## config.mk

```make
export PLATFORM = sky130hd
export DESIGN_NAME = mu_vel_cache_ctrl
export DESIGN_NICKNAME = d
export VERILOG_FILES = /design/src/rtl/mu_vel_cache_ctrl.sv
export SDC_FILE = /design/constraint.sdc
export NUM_CORES = 1
export LEC_CHECK = 0
export ABC_AREA = 1
export ABC_CLOCK_PERIOD_IN_PS = 4500
export CAP_MARGIN = 40
export CORE_ASPECT_RATIO = 1.5
export CORE_MARGIN = 1
export CORE_UTILIZATION = 35
export CTS_BUF_LIST = sky130_fd_sc_hd__clkbuf_4
export DETAILED_ROUTE_END_ITERATION = 16
export MAX_ROUTING_LAYER = met4
export PLACE_DENSITY = 0.62
export RECOVER_POWER = 100
export SLEW_MARGIN = 20
export SYNTH_ARGS = -nofsm -noshare
export SYNTH_HDL_FRONTEND = slang
export SYNTH_SLANG_ARGS = --single-unit
```

## constraint.sdc

```tcl
create_clock -name clk -period 4.5 [get_ports clk]
set_input_delay 0.9 -clock clk [delete_from_list [all_inputs] [get_ports clk]]
set_output_delay 0.9 -clock clk [all_outputs]
set_load 0.02 [all_outputs]
```

## src/rtl/mu_vel_cache_ctrl.sv

```systemverilog
// -----------------------------------------------------------------------------
// mu_vel_cache_ctrl
//
// Motion-update sequencer for the double-buffered velocity cache. An accepted
// start opens a motion-update window: a one-cycle o_MU_start pulse, then
// o_MU_working held high. While the window is open, the block walks particle
// IDs 1..N as cache reads. Reads are metered against downstream ready and a
// credit limit on reads that have been issued but not yet written back.
// Write-backs from the motion-update pipeline return credits.
//
// The window closes only when every particle has been written back. After
// that, o_busy stays high for SWAP_HOLD cycles while the cache swaps phase.
//
// Cache read data arrives two cycles after o_MU_rd_en. Pairing that data with
// force data is the pipeline's job; this block only counts credits.
//
// Ports
//   clk               clock
//   rst               synchronous, active-high reset (aborts any run)
//   i_start           pulse: begin a motion update (ignored unless idle)
//   i_num_particles   particle count N, sampled on an accepted start
//   i_dn_ready        MU pipeline can accept one velocity this cycle
//   i_mu_wr_done      pulse: MU pipeline wrote one velocity back
//   o_MU_start        one-cycle pulse to the cache at window open
//   o_MU_working      level to the cache for the whole window
//   o_MU_rd_addr      cache read address (holds when o_MU_rd_en is low)
//   o_MU_rd_en        cache read enable
//   o_busy            high from accepted start to end of swap hold
//   o_done            one-cycle pulse when the window closes
//   o_err             sticky: write-back with nothing in flight, or count
//                     overflow
// -----------------------------------------------------------------------------
module mu_vel_cache_ctrl #(
  parameter int PARTICLE_ID_WIDTH = 8,
  parameter int MAX_INFLIGHT      = 4,
  parameter int SWAP_HOLD         = 2
) (
  input  logic                         clk,
  input  logic                         rst,
  input  logic                         i_start,
  input  logic [PARTICLE_ID_WIDTH-1:0] i_num_particles,
  input  logic                         i_dn_ready,
  input  logic                         i_mu_wr_done,
  output logic                         o_MU_start,
  output logic                         o_MU_working,
  output logic [PARTICLE_ID_WIDTH-1:0] o_MU_rd_addr,
  output logic                         o_MU_rd_en,
  output logic                         o_busy,
  output logic                         o_done,
  output logic                         o_err
);

  localparam int W  = PARTICLE_ID_WIDTH;
  localparam int IW = $clog2(MAX_INFLIGHT + 1);
  localparam int HW = (SWAP_HOLD > 1) ? $clog2(SWAP_HOLD) : 1;

  localparam logic [IW-1:0] MAX_IF     = IW'(MAX_INFLIGHT);
  localparam logic [HW-1:0] HOLD_START = HW'((SWAP_HOLD > 0) ? SWAP_HOLD - 1 : 0);

  localparam logic [2:0] S_IDLE  = 3'd0;
  localparam logic [2:0] S_OPEN  = 3'd1;
  localparam logic [2:0] S_ISSUE = 3'd2;
  localparam logic [2:0] S_DRAIN = 3'd3;
  localparam logic [2:0] S_HOLD  = 3'd4;

  logic [2:0]    state;
  logic [W-1:0]  n_lat;      // particle count for this window
  logic [W-1:0]  next_id;    // next particle ID to read
  logic [IW-1:0] inflight;   // reads issued but not yet written back
  logic [W:0]    wr_count;   // accepted write-backs in this window
  logic [HW-1:0] hold_cnt;

  logic          can_issue;
  logic          wr_bad;
  logic          wr_ok;
  logic [IW-1:0] inflight_nxt;
  logic [W:0]    wr_count_nxt;
  logic          drained;

  // The OPEN cycle already takes an issue decision. Its read therefore lands
  // in the first ISSUE cycle, right after the o_MU_start pulse. No read
  // enable is ever raised while o_MU_start is high.
  assign can_issue = ((state == S_OPEN) || (state == S_ISSUE)) &&
                     i_dn_ready && (inflight < MAX_IF);

  // A write-back with nothing outstanding, or one past N, is an error. It
  // must not disturb the credit or completion counters.
  assign wr_bad = i_mu_wr_done &&
                  ((inflight == '0) || (wr_count == {1'b0, n_lat}));
  assign wr_ok  = i_mu_wr_done && !wr_bad;

  // NOTE: every always_comb output gets a default first, so no path can leave
  // it unassigned and infer a latch.
  always_comb begin
    inflight_nxt = inflight;
    if (can_issue && !wr_ok) begin
      inflight_nxt = inflight + IW'(1);
    end else if (!can_issue && wr_ok) begin
      inflight_nxt = inflight - IW'(1);
    end
  end

  assign wr_count_nxt = wr_count + {{W{1'b0}}, wr_ok};

  // The check looks at the post-update counts. The window therefore closes
  // on the edge that takes in the final write-back.
  assign drained = (inflight_nxt == '0) && (wr_count_nxt == {1'b0, n_lat});

  // NOTE: sequential state uses non-blocking assignments only. Every register
  // reads the pre-edge value of every other register, regardless of
  // statement order.
  // NOTE: all control state sits in this one reset branch. A reset mid-run
  // leaves no stale credits or counts behind for the next window.
  always_ff @(posedge clk) begin
    if (rst) begin
      state        <= S_IDLE;
      n_lat        <= '0;
      next_id      <= '0;
      inflight     <= '0;
      wr_count     <= '0;
      hold_cnt     <= '0;
      o_MU_start   <= 1'b0;
      o_MU_working <= 1'b0;
      o_MU_rd_addr <= '0;
      o_MU_rd_en   <= 1'b0;
      o_busy       <= 1'b0;
      o_done       <= 1'b0;
      o_err        <= 1'b0;
    end else begin
      o_MU_start <= 1'b0;
      o_MU_rd_en <= 1'b0;
      o_done     <= 1'b0;
      inflight   <= inflight_nxt;
      wr_count   <= wr_count_nxt;

      if (wr_bad) begin
        o_err <= 1'b1;
      end

      if (can_issue) begin
        o_MU_rd_en   <= 1'b1;
        o_MU_rd_addr <= next_id;
        next_id      <= next_id + W'(1);
      end

      case (state)
        S_IDLE: begin
          o_busy <= 1'b0;
          if (i_start) begin
            if (i_num_particles == '0) begin
              // Empty run: report completion at once, with no cache traffic.
              o_done <= 1'b1;
              o_busy <= 1'b1;
            end else begin
              n_lat        <= i_num_particles;
              next_id      <= W'(1);
              wr_count     <= '0;
              o_MU_start   <= 1'b1;
              o_MU_working <= 1'b1;
              o_busy       <= 1'b1;
              state        <= S_OPEN;
            end
          end
        end

        S_OPEN, S_ISSUE: begin
          if (can_issue && (next_id == n_lat)) begin
            state <= S_DRAIN;
          end else begin
            state <= S_ISSUE;
          end
        end

        S_DRAIN: begin
          if (drained) begin
            o_MU_working <= 1'b0;
            o_done       <= 1'b1;
            hold_cnt     <= HOLD_START;
            if (SWAP_HOLD == 0) begin
              o_busy <= 1'b0;
              state  <= S_IDLE;
            end else begin
              state <= S_HOLD;
            end
          end
        end

        S_HOLD: begin
          // The cache swaps buffer phase while this hold counts down.
          if (hold_cnt == '0) begin
            o_busy <= 1'b0;
            state  <= S_IDLE;
          end else begin
            hold_cnt <= hold_cnt - HW'(1);
          end
        end

        default: begin
          state <= S_IDLE;
        end
      endcase
    end
  end

endmodule

```

# After elaboration in Yosys (flattened, before gate mapping)
# Cells that the tools add are included.
# totals
ff_bits	46
input_bits	13
word_cells	91
# op_classes
add_sub_neg	5
magnitude_cmp	1
eq_ne	11
mux	31
bitwise_logic	3
reduce_logical	27
# ops
operator	n
two-way mux 8 bit	4
two-way mux 9 bit	3
equality test 9 x 8 -> 1 bit	2
two-way mux 3 bit	6
two-way mux 1 bit	13
case mux 3 bit (4 select lines)	1
adder 9 x 1 -> 9 bit	1
logical NOT 3 bit	3
adder 8 x 1 -> 8 bit, second input constant	1
equality test 8 bit	1
logical AND 1 bit	8
logical NOT 8 bit	1
!= test 2 bit, second input constant	4
case mux 1 bit (2 select lines)	4
AND reduction 4 bit	2
equality test 3 x 2 -> 1 bit, second input constant	2
nonzero test 2 bit	3
AND reduction 2 bit	2
adder 3 x 1 -> 3 bit, second input constant	1
equality test 3 x 1 -> 1 bit, second input constant	1
equality test 3 bit, second input constant	1
logical NOT 1 bit	3
less-than comparator 3 bit, second input constant	1
NOT 1 bit	3
6 further kinds	7

# Logic depth before layout (Yosys ltp)
# logic_depth
ltp_word	12
depth_mapped	24
ltp_nobuf	24

# Worst setup path after synthesis
# Ideal clock, no wire load.
# synth_timing
kind	in2reg
startpoint	in i_mu_wr_done
endpoint	reg state[0]
setup_time_ps	110
arrival_ps	2446
path_slack_ps	1944
path_stages	17
cell_sequence	nand3_2 inv_1 ha_1 ha_1 nand3_1 nand3b_4 nor2_1 nand2_1 xor2_1 clkinv_1 nand3_1 nor2_2 nand2_1 nand2_1 o31ai_1 nand2_1 inv_1
# synth_via
elab_chain_len	10
word_cells_on_any_way	14
classes_between	add/sub: 1; eq/ne: 2; mux: 2; reduce/logical: 9
# synth_lines
element	line_no	source
start, declared	43	input logic i_mu_wr_done,
logical AND 1 bit	88	assign wr_bad = i_mu_wr_done &&
logical NOT 1 bit	90	assign wr_ok = i_mu_wr_done && !wr_bad;
logical AND 1 bit (*)	90	
branches (longest 4 deep; another with adder 9 x 1 -> 9 bit)	n/a	
logical AND 1 bit (*)	107	assign drained = (inflight_nxt == '0) && (wr_count_nxt == {1'b0, n_lat});
!= test 2 bit (no line) (*)	n/a	
AND reduction 4 bit (no line) (*)	n/a	
end signal, assigned	116	state <= S_IDLE;
end signal, assigned	161	state <= S_OPEN;
end signal, assigned	168	state <= S_DRAIN;
end, declared	66	logic [2:0] state;
# Mark *: on every way between the ends.
# A chain may end at the register's enable or synchronous reset.

# Worst setup path in the final report
# layout_timing
startpoint	in i_dn_ready
endpoint	reg o_MU_working
# layout_via
elab_chain_len	10
word_cells_on_any_way	11
classes_between	eq/ne: 1; mux: 2; reduce/logical: 8
# layout_lines
element	line_no	source
start, declared	42	input logic i_dn_ready,
logical AND 1 bit (*)	83	assign can_issue = ((state == S_OPEN) || (state == S_ISSUE)) &&
logical AND 1 bit (*)	84	i_dn_ready && (inflight < MAX_IF);
logical NOT 1 bit	98	end else if (!can_issue && wr_ok) begin
logical AND 1 bit	98	
two-way mux 3 bit	98	
two-way mux 3 bit (*)	96	if (can_issue && !wr_ok) begin
logical NOT 3 bit (*)	107	
logical AND 1 bit (*)	107	
!= test 2 bit (no line) (*)	n/a	
AND reduction 4 bit (no line) (*)	n/a	
end signal, assigned	123	o_MU_working <= 1'b0;
end signal, assigned	159	o_MU_working <= 1'b1;
end signal, assigned	176	o_MU_working <= 1'b0;
end, declared	45	output logic o_MU_working,
# Every way passes the cells marked *; elsewhere a longest branch is shown, timed or not.

==> flow_metrics.tcl <==
set metrics [dict create \
    insertion_delay_ns 0.38 \
    ys_async_sr_fraction 0 \
    viasPerCell 4.819 \
    htree_levels 2 \
    tns_ns 0 \
    synth_top_family_by_area "simple AND/OR/NAND/NOR gates" \
    synth_edf_count 0 \
    worstMarginPinSlew_ns 0.8717 \
    syn-num-nets 350 \
    drc 0 \
    ys_ff_latch 46 \
    synthesis.instances 331 \
    dieArea_mm2 0.007030 \
    cp-end-kind "register" \
    status "complete, no violations" \
    fin_crit_ns 3.307 \
    drtIter0Drc 102 \
    fill_cells 708 \
    diodes 0 \
    antenna_found_initial 0 \
    dpl.hpwl_um 4329 \
    port_buffers 26 \
    r2r-start "n_lat[5]$_SDFFE_PP0P_" \
    most-common-layout-cells "71 x nand2_1, 46 x dfxtp_1, 45 x nor2_1" \
    crit_fanout 20 \
    clockBufferDepth 2 \
    die_w_um 68.80 \
    cts_buffers 5 \
    root_buffer "clkbuf_4" \
    fmax_mhz 302.4 \
    syn_avg_cell_area_um2 7.076 \
    holdBufCountCts 0 \
    synth_area_mm2 0.002342 \
    synth_cell_types 29 \
    vdd_drop_max_mv 0.1150 \
    grt_remaining_overflow 0 \
    grt_max_degree 22 \
    yosys.area.top_type "dfxtp_1" \
    first_global_vias 1991 \
    cts_resized 0 \
    synth_area_leaders "dfxtp_1 39%, nand2_1 11%, nor2_1 7.1%" \
    drive_gt1_frac 0.07222 \
    synthAdderAreaFrac 0.03205 \
    core_area_mm2 0.006486 \
    cts_tree "built" \
    setup_viol 0 \
    r2r_cells 19 \
    fin_util 0.4178 \
    wl_met3_um 126 \
    worstSetupStartpointType "input port" \
    clock-sinks 46 \
    top_level_ports 27 \
    drt-total-wl_um 5548 \
    gp_congestion 0.9197 \
    slew_viol_final 0 \
    drt.antenna.violating_nets 0 \
    synth-compound-area-share 0.1004 \
    min_from "o_err$_SDFFE_PP0P_" \
    top_layer_used "met4" \
    rows 36 \
    relSlewSlack 0.4189 \
    track_usage 0.1820 \
    grt_pass1_wl_um 9163 \
    final_nets 378 \
    die_y_um 102.2 \
    cap_violations 0 \
    cts_setup_buffers 0 \
    hold_end "o_err$_SDFFE_PP0P_" \
    r2r_slack_ns 1.59 \
    hold_path_depth 2 \
    synthMuxAreaShare 0 \
    required_ns 4.80 \
    powerDensity_mw_per_mm2 514.3 \
    area_growth_pct 15.71 \
    wl_met1_um 2483 \
    power_leakage_uw 0.001210 \
    r2r_end "o_MU_working$_SDFFE_PP0P_" \
    synth_xor_area_frac 0.07479 \
    ys_seq_area_frac 0.3932 \
    yosys.area_share.simple 0.3024 \
    vias 2101 \
    mostFrequentLayoutCell "nand2_1" \
    hold_viol 0 \
    start_util 0.3611 \
    met2WireLength_um 2790 \
    skew_ns 0.01468 \
    clk_pin_slew_ns 0.15 \
    synth_ff_type "dfxtp_1" \
    min_period_over_period 0.7348 \
    wl_per_cell_um 12.72 \
    worstHoldPathType "reg -> reg" \
    yosys_warnings 0 \
    firstDrtPassIters 7 \
    worstPathArrival_ns 3.60 \
    netlist.area_leader.share 0.3932 \
    critical_path_class "in -> reg" \
    rsz0062_at_grt "false" \
]
kinds of logic (layout without fill, tap and decap cells):
| kind of cell | Yosys count | in the layout |
|---|---|---|
| xor+xnor | 20 | 20 |
| compound gates | 45 | 45 |
| buf+inv | 59 | 88 |
| flops | 46 | 46 |
| fa+ha+maj | 6 | 6 |
| simple gates | 155 | 155 |
cell usage after synthesis, types with 2 or more instances:
| master | number |
|---|---|
| nand4_2 | 2 |
| xor2_1 | 14 |
| clkbuf_1 | 3 |
| clkinv_1 | 2 |
| a21oi_1 | 18 |
| inv_2 | 10 |
| a31oi_1 | 2 |
| nor4_1 | 4 |
| inv_1 | 41 |
| nand2_1 | 71 |
| nor3_2 | 2 |
| o21ai_0 | 13 |
| ha_1 | 6 |
| nor2_1 | 44 |
| nand3_2 | 3 |
| o21ai_1 | 8 |
| dfxtp_1 | 46 |
| nand3_1 | 15 |
| nor2_2 | 6 |
| nand4_1 | 5 |
| o22ai_1 | 2 |
| xnor2_1 | 6 |
| buf_2 | 2 |
critical path, stage by stage:
cell and delay (ns):
dlygate4sd3_1 0.52, nand2_1 0.06, nor2_2 0.07, clkbuf_1 0.66, inv_1 0.39, nand4_1 0.30
nand2_1 0.08, nand2_1 0.08, nand2_1 0.07, nor2_1 0.13, nand3_1 0.18, nand3_1 0.11
nand2_1 0.06
layer usage:
metal  GRT usage  up-vias
met4     0.08634        0
met3     0.02567       12
met2      0.3100       39
li1            -     1097
met5           -        -
met1      0.2034      953
registers in the layout, summed over array words and instances (netlist names), 3 cells and up:
signal        count
next_id           8
inflight          3
o_MU_rd_addr      8
n_lat             8
wr_count          9
state             3
final cells by class:
cell class | count | area (µm²) | share of cell area
Multi-Input combinational cell | 226 | 1169 | 0.4312
Sequential cell | 46 | 920.9 | 0.3398
Timing Repair Buffer | 27 | 264.0 | 0.09741
Inverter | 53 | 198.9 | 0.07341
Tap cell | 76 | 95.09 | 0.03509
Clock buffer | 5 | 37.54 | 0.01385
Clock inverter | 3 | 25.02 | 0.009234
where the power goes:
part,internal (µW),switching [µW]
Clock,63.9,147
Combinational,233,400
Sequential,487,62.9
through the flow:
step           power, µW  instances  worst slack (ns)  hold WS [ns]  cell area [µm²]
6_report            1394        436             1.193        0.4626             2710
5_1_grt             1522        436            0.8798        0.4927             2710
4_1_cts             1446        436             1.560        0.4745             2739
3_5_place_dp        1230        428             1.168        0.4520             2676
3_3_place_gp        1222        428             1.229        0.4424             2676
2_1_floorplan       1033        331             1.944        0.4434             2342
how the worst max path moves through the flow:
stage	from	end	depth (start not counted)
global route	i_dn_ready	o_MU_working$_SDFFE_PP0P_	13
finish	i_dn_ready	o_MU_working$_SDFFE_PP0P_	13
global placement	i_mu_wr_done	state[0]$_SDFFE_PP0P_	18
CTS	i_mu_wr_done	state[0]$_SDFFE_PP0P_	17
detailed placement	i_mu_wr_done	state[0]$_SDFFE_PP0P_	17
floorplan	i_mu_wr_done	state[0]$_SDFFE_PP0P_	17
Note: power is estimated with default switching activity, not from simulation.
